## config.mk

```make
export PLATFORM = sky130hd
export DESIGN_NAME = cdb_arbiter
export DESIGN_NICKNAME = d
export VERILOG_FILES = /design/src/rtl/cdb_arbiter_pkg.sv /design/src/rtl/cdb_arbiter_fifo.sv /design/src/rtl/cdb_arbiter.sv
export SDC_FILE = /design/constraint.sdc
export NUM_CORES = 1
export LEC_CHECK = 0
export BUFFER_PORTS_ARGS = -buffer_cell sky130_fd_sc_hd__buf_2
export CAP_MARGIN = 20
export CELL_PAD_IN_SITES_DETAIL_PLACEMENT = 2
export CELL_PAD_IN_SITES_GLOBAL_PLACEMENT = 2
export CORE_UTILIZATION = 43
export CTS_BUF_LIST = sky130_fd_sc_hd__clkbuf_4 sky130_fd_sc_hd__clkbuf_8 sky130_fd_sc_hd__clkbuf_16
export DETAILED_ROUTE_END_ITERATION = 7
export PLACE_DENSITY = 0.95
export SETUP_SLACK_MARGIN = 0.2
export SLEW_MARGIN = 20
export SYNTH_ARGS = -nofsm -noshare
export SYNTH_HDL_FRONTEND = slang
export SYNTH_SLANG_ARGS = --single-unit
```

## constraint.sdc

```tcl
create_clock -name clock -period 6.1 [get_ports clock]
set_clock_uncertainty 0.1 [all_clocks]
set_input_delay 0 -clock clock [delete_from_list [all_inputs] [get_ports clock]]
set_output_delay 0 -clock clock [all_outputs]
set_load 0.01 [all_outputs]
```

## src/rtl/cdb_arbiter_pkg.sv

```systemverilog
// -----------------------------------------------------------------------------
// cdb_arbiter_pkg
//   Shared definitions for the completion-side CDB arbiter: default widths,
//   the reserved "no destination" physical register, functional-unit port
//   indices and the broadcast packet layout seen by rs_bank, PRF and ROB.
// -----------------------------------------------------------------------------
package cdb_arbiter_pkg;

  localparam int CDB_NUM_FU         = 4;
  localparam int CDB_FIFO_DEPTH     = 2;
  localparam int CDB_SCALAR_WIDTH   = 2;
  localparam int CDB_PREG_IDX_WIDTH = 6;
  localparam int CDB_XLEN           = 32;

  // Physical register 0 is the hard-wired x0 destination; results aimed at it
  // (x0 writes, stores, branches) carry no information worth broadcasting.
  localparam logic [CDB_PREG_IDX_WIDTH-1:0] ZERO_PREG = '0;

  // Completion port index of each functional unit.
  typedef enum logic [1:0] {
    FU_ALU0 = 2'd0,
    FU_ALU1 = 2'd1,
    FU_MULT = 2'd2,
    FU_LSQ  = 2'd3
  } fu_idx_e;

  typedef struct packed {
    logic                          valid;
    logic [CDB_PREG_IDX_WIDTH-1:0] tag;
    logic [CDB_XLEN-1:0]           value;
  } cdb_packet_t;

endpackage

```

## src/rtl/cdb_arbiter_fifo.sv

```systemverilog
// -----------------------------------------------------------------------------
// cdb_arbiter_fifo
//   Small completion buffer for one functional unit. Head entry is read
//   combinationally so the arbiter can broadcast it in the same cycle it pops.
//   Pushes into a full buffer are ignored; clear empties the buffer and
//   overrides any push or pop in the same cycle.
// Ports
//   clock        in  rising-edge clock
//   reset        in  synchronous, active-high
//   clear_i      in  discard all entries at this edge
//   push_i       in  write push_data_i at the tail (ignored when full)
//   pop_i        in  retire the head entry (ignored when empty)
//   push_data_i  in  entry to write
//   head_o       out oldest entry (meaningful only when !empty_o)
//   full_o       out buffer holds DEPTH entries
//   empty_o      out buffer holds no entries
// -----------------------------------------------------------------------------
module cdb_arbiter_fifo #(
  parameter int DEPTH = 2,
  parameter int WIDTH = 38
) (
  input  logic             clock,
  input  logic             reset,
  input  logic             clear_i,
  input  logic             push_i,
  input  logic             pop_i,
  input  logic [WIDTH-1:0] push_data_i,
  output logic [WIDTH-1:0] head_o,
  output logic             full_o,
  output logic             empty_o
);

  localparam int                PTR_W      = $clog2(DEPTH);
  localparam logic [PTR_W:0]    FULL_COUNT = (PTR_W + 1)'(DEPTH);

  logic [WIDTH-1:0] mem_q [DEPTH];
  logic [PTR_W-1:0] wr_ptr_q, wr_ptr_d;
  logic [PTR_W-1:0] rd_ptr_q, rd_ptr_d;
  logic [PTR_W:0]   count_q, count_d;
  logic             do_push, do_pop;

  assign full_o  = (count_q == FULL_COUNT);
  assign empty_o = (count_q == '0);
  assign head_o  = mem_q[rd_ptr_q];

  assign do_push = push_i && !full_o && !clear_i;
  assign do_pop  = pop_i && !empty_o && !clear_i;

  // NOTE: every variable gets its default before any branch, so no path
  // through the block leaves it unassigned and no latch is inferred.
  always_comb begin
    wr_ptr_d = wr_ptr_q;
    rd_ptr_d = rd_ptr_q;
    count_d  = count_q;
    if (clear_i) begin
      wr_ptr_d = '0;
      rd_ptr_d = '0;
      count_d  = '0;
    end else begin
      // Pointers are exactly log2(DEPTH) bits, so they wrap on their own.
      if (do_push) wr_ptr_d = wr_ptr_q + PTR_W'(1);
      if (do_pop)  rd_ptr_d = rd_ptr_q + PTR_W'(1);
      count_d = count_q + {{PTR_W{1'b0}}, do_push} - {{PTR_W{1'b0}}, do_pop};
    end
  end

  // NOTE: state registers use non-blocking assignments so every flop samples
  // the pre-edge values regardless of the order blocks are evaluated in.
  always_ff @(posedge clock) begin
    if (reset) begin
      wr_ptr_q <= '0;
      rd_ptr_q <= '0;
      count_q  <= '0;
    end else begin
      wr_ptr_q <= wr_ptr_d;
      rd_ptr_q <= rd_ptr_d;
      count_q  <= count_d;
    end
  end

  // NOTE: the storage array is deliberately left out of reset; an entry is
  // only ever read while count_q says it holds valid data.
  always_ff @(posedge clock) begin
    if (do_push) mem_q[wr_ptr_q] <= push_data_i;
  end

endmodule

```

## src/rtl/cdb_arbiter.sv

```systemverilog
// -----------------------------------------------------------------------------
// cdb_arbiter
//   Collects completed results from the functional units (ALU0, ALU1, MULT,
//   LSQ), buffers them per unit and broadcasts up to SCALAR_WIDTH of them per
//   cycle on the CDB with round-robin fairness. Broadcasts are always
//   accepted downstream, so every granted head pops at the same edge.
// Ports
//   clock          in   rising-edge clock
//   reset          in   synchronous, active-high; dominates squash
//   squash         in   mispredict flush: drop all buffered results and any
//                       push arriving in the same cycle
//   fu_done_valid  in   [NUM_FU]            unit i presents a result
//   fu_done_tag    in   [NUM_FU*PREG]       destination preg per unit
//   fu_done_value  in   [NUM_FU*XLEN]       result data per unit
//   fu_stall       out  [NUM_FU]            unit i buffer full, unit must hold
//   cdb_valid      out  [SCALAR_WIDTH]      lane k carries a broadcast
//   cdb_tag        out  [SCALAR_WIDTH*PREG] broadcast tag (ZERO_PREG if idle)
//   cdb_value      out  [SCALAR_WIDTH*XLEN] broadcast value (0 if idle)
// All outputs depend on registered state only.
// -----------------------------------------------------------------------------
module cdb_arbiter
  import cdb_arbiter_pkg::*;
#(
  parameter int NUM_FU         = CDB_NUM_FU,
  parameter int FIFO_DEPTH     = CDB_FIFO_DEPTH,
  parameter int SCALAR_WIDTH   = CDB_SCALAR_WIDTH,
  parameter int PREG_IDX_WIDTH = CDB_PREG_IDX_WIDTH,
  parameter int XLEN           = CDB_XLEN
) (
  input  logic                             clock,
  input  logic                             reset,
  input  logic                             squash,
  input  logic [NUM_FU-1:0]                fu_done_valid,
  input  logic [NUM_FU*PREG_IDX_WIDTH-1:0] fu_done_tag,
  input  logic [NUM_FU*XLEN-1:0]           fu_done_value,
  output logic [NUM_FU-1:0]                fu_stall,
  output logic [SCALAR_WIDTH-1:0]          cdb_valid,
  output logic [SCALAR_WIDTH*PREG_IDX_WIDTH-1:0] cdb_tag,
  output logic [SCALAR_WIDTH*XLEN-1:0]     cdb_value
);

  localparam int RR_W    = (NUM_FU > 1) ? $clog2(NUM_FU) : 1;
  localparam int ENTRY_W = PREG_IDX_WIDTH + XLEN;

  logic [ENTRY_W-1:0]      head [NUM_FU];
  logic [NUM_FU-1:0]       fifo_full;
  logic [NUM_FU-1:0]       fifo_empty;
  logic [NUM_FU-1:0]       push;
  logic [NUM_FU-1:0]       grant;
  logic [NUM_FU-1:0]       req_rot;
  logic [SCALAR_WIDTH-1:0] lane_valid;
  logic [RR_W-1:0]         lane_fu [SCALAR_WIDTH];
  logic [RR_W-1:0]         last_fu;
  logic [RR_W-1:0]         rr_ptr_q, rr_ptr_d;

  // One completion buffer per functional unit. Entries are {tag, value}.
  for (genvar i = 0; i < NUM_FU; i++) begin : g_fu
    assign push[i] = fu_done_valid[i] &&
                     (fu_done_tag[i*PREG_IDX_WIDTH +: PREG_IDX_WIDTH] != ZERO_PREG);

    cdb_arbiter_fifo #(
      .DEPTH (FIFO_DEPTH),
      .WIDTH (ENTRY_W)
    ) u_fifo (
      .clock       (clock),
      .reset       (reset),
      .clear_i     (squash),
      .push_i      (push[i]),
      .pop_i       (grant[i]),
      .push_data_i ({fu_done_tag[i*PREG_IDX_WIDTH +: PREG_IDX_WIDTH],
                     fu_done_value[i*XLEN +: XLEN]}),
      .head_o      (head[i]),
      .full_o      (fifo_full[i]),
      .empty_o     (fifo_empty[i])
    );
  end

  assign fu_stall = fifo_full;

  // Rotate the request vector so bit 0 is the unit rr_ptr points at; a plain
  // lowest-index-first pick on the rotated vector is then round-robin order.
  always_comb begin
    for (int k = 0; k < NUM_FU; k++) begin
      req_rot[k] = !fifo_empty[RR_W'((int'(rr_ptr_q) + k) % NUM_FU)];
    end
  end

  // Each lane takes the lowest remaining rotated request and removes it, so
  // lane 0 gets the first hit and lane 1 the second.
  always_comb begin
    logic [NUM_FU-1:0] remaining;
    logic              found;
    logic [RR_W-1:0]   sel;
    remaining  = req_rot;
    grant      = '0;
    lane_valid = '0;
    last_fu    = rr_ptr_q;
    for (int l = 0; l < SCALAR_WIDTH; l++) begin
      lane_fu[l] = '0;
      found      = 1'b0;
      sel        = '0;
      for (int k = 0; k < NUM_FU; k++) begin
        if (!found && remaining[k]) begin
          found = 1'b1;
          sel   = RR_W'(k);
        end
      end
      if (found) begin
        remaining[sel]     = 1'b0;
        lane_valid[l]      = 1'b1;
        lane_fu[l]         = RR_W'((int'(sel) + int'(rr_ptr_q)) % NUM_FU);
        grant[lane_fu[l]]  = 1'b1;
        last_fu            = lane_fu[l];
      end
    end
  end

  // The pointer moves just past the last unit served; a squash keeps it.
  always_comb begin
    rr_ptr_d = rr_ptr_q;
    if (|grant && !squash) rr_ptr_d = RR_W'((int'(last_fu) + 1) % NUM_FU);
  end

  always_ff @(posedge clock) begin
    if (reset) rr_ptr_q <= '0;
    else       rr_ptr_q <= rr_ptr_d;
  end

  // Lane muxes: idle lanes drive ZERO_PREG / 0 so snoopers never see stale data.
  always_comb begin
    cdb_valid = lane_valid;
    cdb_tag   = '0;
    cdb_value = '0;
    for (int l = 0; l < SCALAR_WIDTH; l++) begin
      if (lane_valid[l]) begin
        cdb_tag[l*PREG_IDX_WIDTH +: PREG_IDX_WIDTH] =
          head[lane_fu[l]][ENTRY_W-1 -: PREG_IDX_WIDTH];
        cdb_value[l*XLEN +: XLEN] = head[lane_fu[l]][XLEN-1:0];
      end else begin
        cdb_tag[l*PREG_IDX_WIDTH +: PREG_IDX_WIDTH] = ZERO_PREG;
      end
    end
  end

endmodule
```

==> impl_metrics.yaml <==
sta:
  fin_crit_ps: 4913
  fin_tns_setup_ps: 0
  fmax_mhz: 203.5
  rsz0062_at_grt: "false"
  finalSetupViolCount: 0
  slew_viol_final: 0
  finalHoldViolCount: 0
  whs_ps: 33.12
  slew-limit-headroom: 0.2983
  setup_slack_ps: 1187
  min_period_over_period: 0.8054
  max_slew.worst_pin.slew_ps: 1053
finish:
  fin_nets: 1588
  final_common_cell: "edfxtp_1"
  fin_area_sq_um: 19570
  final_cell_mix: "edfxtp_1, buf_2, dlygate4sd3_1"
  area_delta_synth_final_pct: 29.18
  layout-drive-gt1-share: 0.3071
worst_setup_path:
  cp.arrival_ps: 4810
  endpoint: "cdb_value[34]"
  crit_path_end_kind: "output pin"
  r2r_start: "g_fu[0].u_fifo.count_q[1]"
  rr_endpoint: "g_fu[2].u_fifo.count_q[1]"
  crit_start: "g_fu[0].u_fifo.count_q[1]"
  path_cells: "nor2_2 -> o21ai_1 -> and2_1 -> o21ai_0 -> a21oi_1 -> ha_1 -> xnor2_1 -> xnor2_4 -> buf_4 -> mux2_1 -> o22ai_1 -> buf_2"
  start_kind: "flop"
  cp.depth: 12
  critPathKind: "reg -> out"
  crit_family: "compound AO/OA/AOI/OAI gates"
  worstPathRequired_ps: 6000
  cp_max_fo: 27
  worstRegToRegCells: 16
  crit_slowest_cell: "dfxtp_1"
  slowest_delay_ps: 620
  cp.buffers_inverters: 2
  worst-r2r-setup-slack_ps: 1820
drt:
  avgRoutedWirePerCell_microns: 36.38
  wl_met2_microns: 35250
  drt_first_pass_iters: 5
  drt_iter0_drc: 1137
  highest_layer: "met4"
  ant_nets: 0
  drc_errors: 0
  wl_met1_microns: 26240
  wirelength_microns: 69440
  vias: 11850
  viasPerCell: 6.209
  met3_length_microns: 4558
synth:
  syn_inst: 1046
  syn-num-nets: 1215
  netlist_area_sq_um: 15150
  synth-edff-count: 304
  yosys_warnings: 0
  synth_seq_cells: 326
  synth_ff_type: "edfxtp_1"
  ys_async_sr_fraction: 0
  ys_seq_area_frac: 0.6316
  synth_cell_types: 62
  postSynthAreaPerCell_sq_um: 14.48
global_routing:
  grt_pass1_wl_microns: 94050
  grt_usage: 0.3665
  grt_overflow: 0
  antenna_found_initial: 8
  grt_max_degree: 89
  grt_pass1_vias: 13300
clock_tree:
  post_cts_buffers: 0
  htree_levels: 2
  clkLatencyLatePin_ps: 520
  clockBufferDepth: 3
  cts_tree: "built"
  numCtsBuffers: 38
  cts_root_buffer: "clkbuf_16"
  clock_sinks: 326
  clk_pin_slew_ps: 60
run_status:
  status: "complete, no violations"
power:
  powerDensity_nw_per_um2: 320.9
  power.leakage_nw: 7.188
  power_mw: 6.280
  ir_drop_mv: 0.2888
min_path:
  hp-class: "in -> reg"
floorplanning:
  fp.dieH_microns: 189.7
  dieArea_sq_um: 35990
  core_sq_um: 34630
  initial_core_util: 0.4375
  io_pins: 241
  dieWidth_microns: 189.7
  num_rows: 68
placed_design:
  dp_hpwl_microns: 34880
  gp_congestion: 0.8493
  numPortBuffers: 240
  pre_cts_slack_ps: 1472
  placedInstanceArea_sq_um: 16680
job:
  maxCapViolCount: 0
worst reg2reg max path, stage by stage (launching register included):
cell and delay [ps]:
dfxtp_1 620, nor2_2 190, xnor2_1 190, nor3_1 220, a31oi_1 80, o21ai_0 270, a21oi_1 100, ha_1 300
xnor2_1 540, xnor2_4 300, o21ai_4 280, ha_1 270, inv_1 70, ha_1 160, xor2_1 230, xnor2_1 160
nor2_1 60
cell usage after synthesis (all sizes together) (2+ instances only):
| cell | n | area [sq um] |
|---|---|---|
| a21oi | 43 | 215.2 |
| a31oi | 3 | 33.78 |
| and2 | 10 | 62.56 |
| buf | 38 | 296.5 |
| clkbuf | 46 | 172.7 |
| dfxtp | 22 | 440.4 |
| edfxtp | 304 | 9129 |
| ha | 10 | 125.1 |
| inv | 9 | 33.78 |
| mux2 | 116 | 1329 |
| mux2i | 117 | 1171 |
| nand2 | 86 | 330.3 |
| nand3 | 5 | 25.02 |
| nand3b | 2 | 15.01 |
| nor2 | 24 | 102.6 |
| nor2b | 10 | 62.56 |
| nor3 | 9 | 50.05 |
| nor4 | 8 | 101.3 |
| nor4b | 4 | 35.03 |
| o211ai | 77 | 578.1 |
| o21ai | 8 | 55.06 |
| o22ai | 42 | 281.5 |
| or2 | 5 | 31.28 |
| or3 | 2 | 12.51 |
| or4 | 6 | 48.80 |
| or4b | 2 | 20.02 |
| xnor2 | 21 | 210.2 |
| xor2 | 6 | 60.06 |
per-stage QoR:
stage	util	cells
global placement	0.4815	1676
CTS	0.5634	1900
finish	0.5651	1909
global route	0.5651	1908
detailed placement	0.4816	1676
floorplan	-	1046
flip-flops by register name (all words and copies together) (netlist names), named ones only:
| name | cells |
|---|---|
| g_fu.u_fifo.count_q | 8 |
| g_fu.u_fifo.mem_q | 304 |
| g_fu.u_fifo.rd_ptr_q | 4 |
| g_fu.u_fifo.wr_ptr_q | 4 |
| rr_ptr_q | 2 |
report_power, final:
part           leakage, nW  internal [mW]  total (mW)  switching, mW
clock network        0.626           1.43        2.46           1.03
registers             2.97           2.52        2.57         0.0485
logic                 3.59          0.432        1.25          0.821
total                 7.19           4.38        6.28           1.90
timing repair:
item	4_1_cts	5_1_grt
hold buffers	157	0
hold endpoints to repair	316	0
setup endpoints to repair	0	0
gates resized for setup	0	0
worst min path at each step:
stage | slack (ps) | cells after the start | to | startpoint
after CTS | 2 | 3 | g_fu[2].u_fifo.rd_ptr_q | squash
after global routing | 40 | 3 | g_fu[2].u_fifo.rd_ptr_q | squash
final | 30 | 3 | flop | squash
after detailed placement | 90 | 1 | g_fu[0].u_fifo.mem_q[0][25] | fu_done_value[25]
after global placement | 90 | 1 | g_fu[0].u_fifo.mem_q[0][22] | fu_done_value[22]
after floorplan | -30 | 1 | rr_ptr_q[0] | reset
logic make-up (layout without fill, tap and decap cells):
| family | count (synthesis) | in the layout | synth area share |
|---|---|---|---|
| AOI/OAI and AO/OA | 180 | 180 | 0.08276 |
| xor gates and xnor gates | 27 | 27 | 0.01784 |
| adders and majority gates | 10 | 10 | 0.008259 |
| buffers and inverters | 93 | 493 | 0.03320 |
| DFF | 326 | 326 | 0.6316 |
| muxes | 233 | 233 | 0.1650 |
| other | 0 | 8 | 0 |
| and+or+nand+nor | 177 | 177 | 0.06128 |
routing by layer:
metal | GRT usage | up-vias
met5 | 0 | -
met4 | 0.2019 | 0
met3 | 0.07397 | 212
met2 | 0.6527 | 699
met1 | 0.4092 | 6161
li1 | - | 4781
layout make-up:
cell class                 count  area, sq um
clock buffer                  48         1044
fill                        3074        15060
tap                          455        569.3
sequential                   326         9577
antenna                        8        20.02
clock inverter                19        216.5
timing repair buffer         417         2943
multi-input combinational    627         5167
inverter                       9        33.78
(Power assumes the default switching activity.)
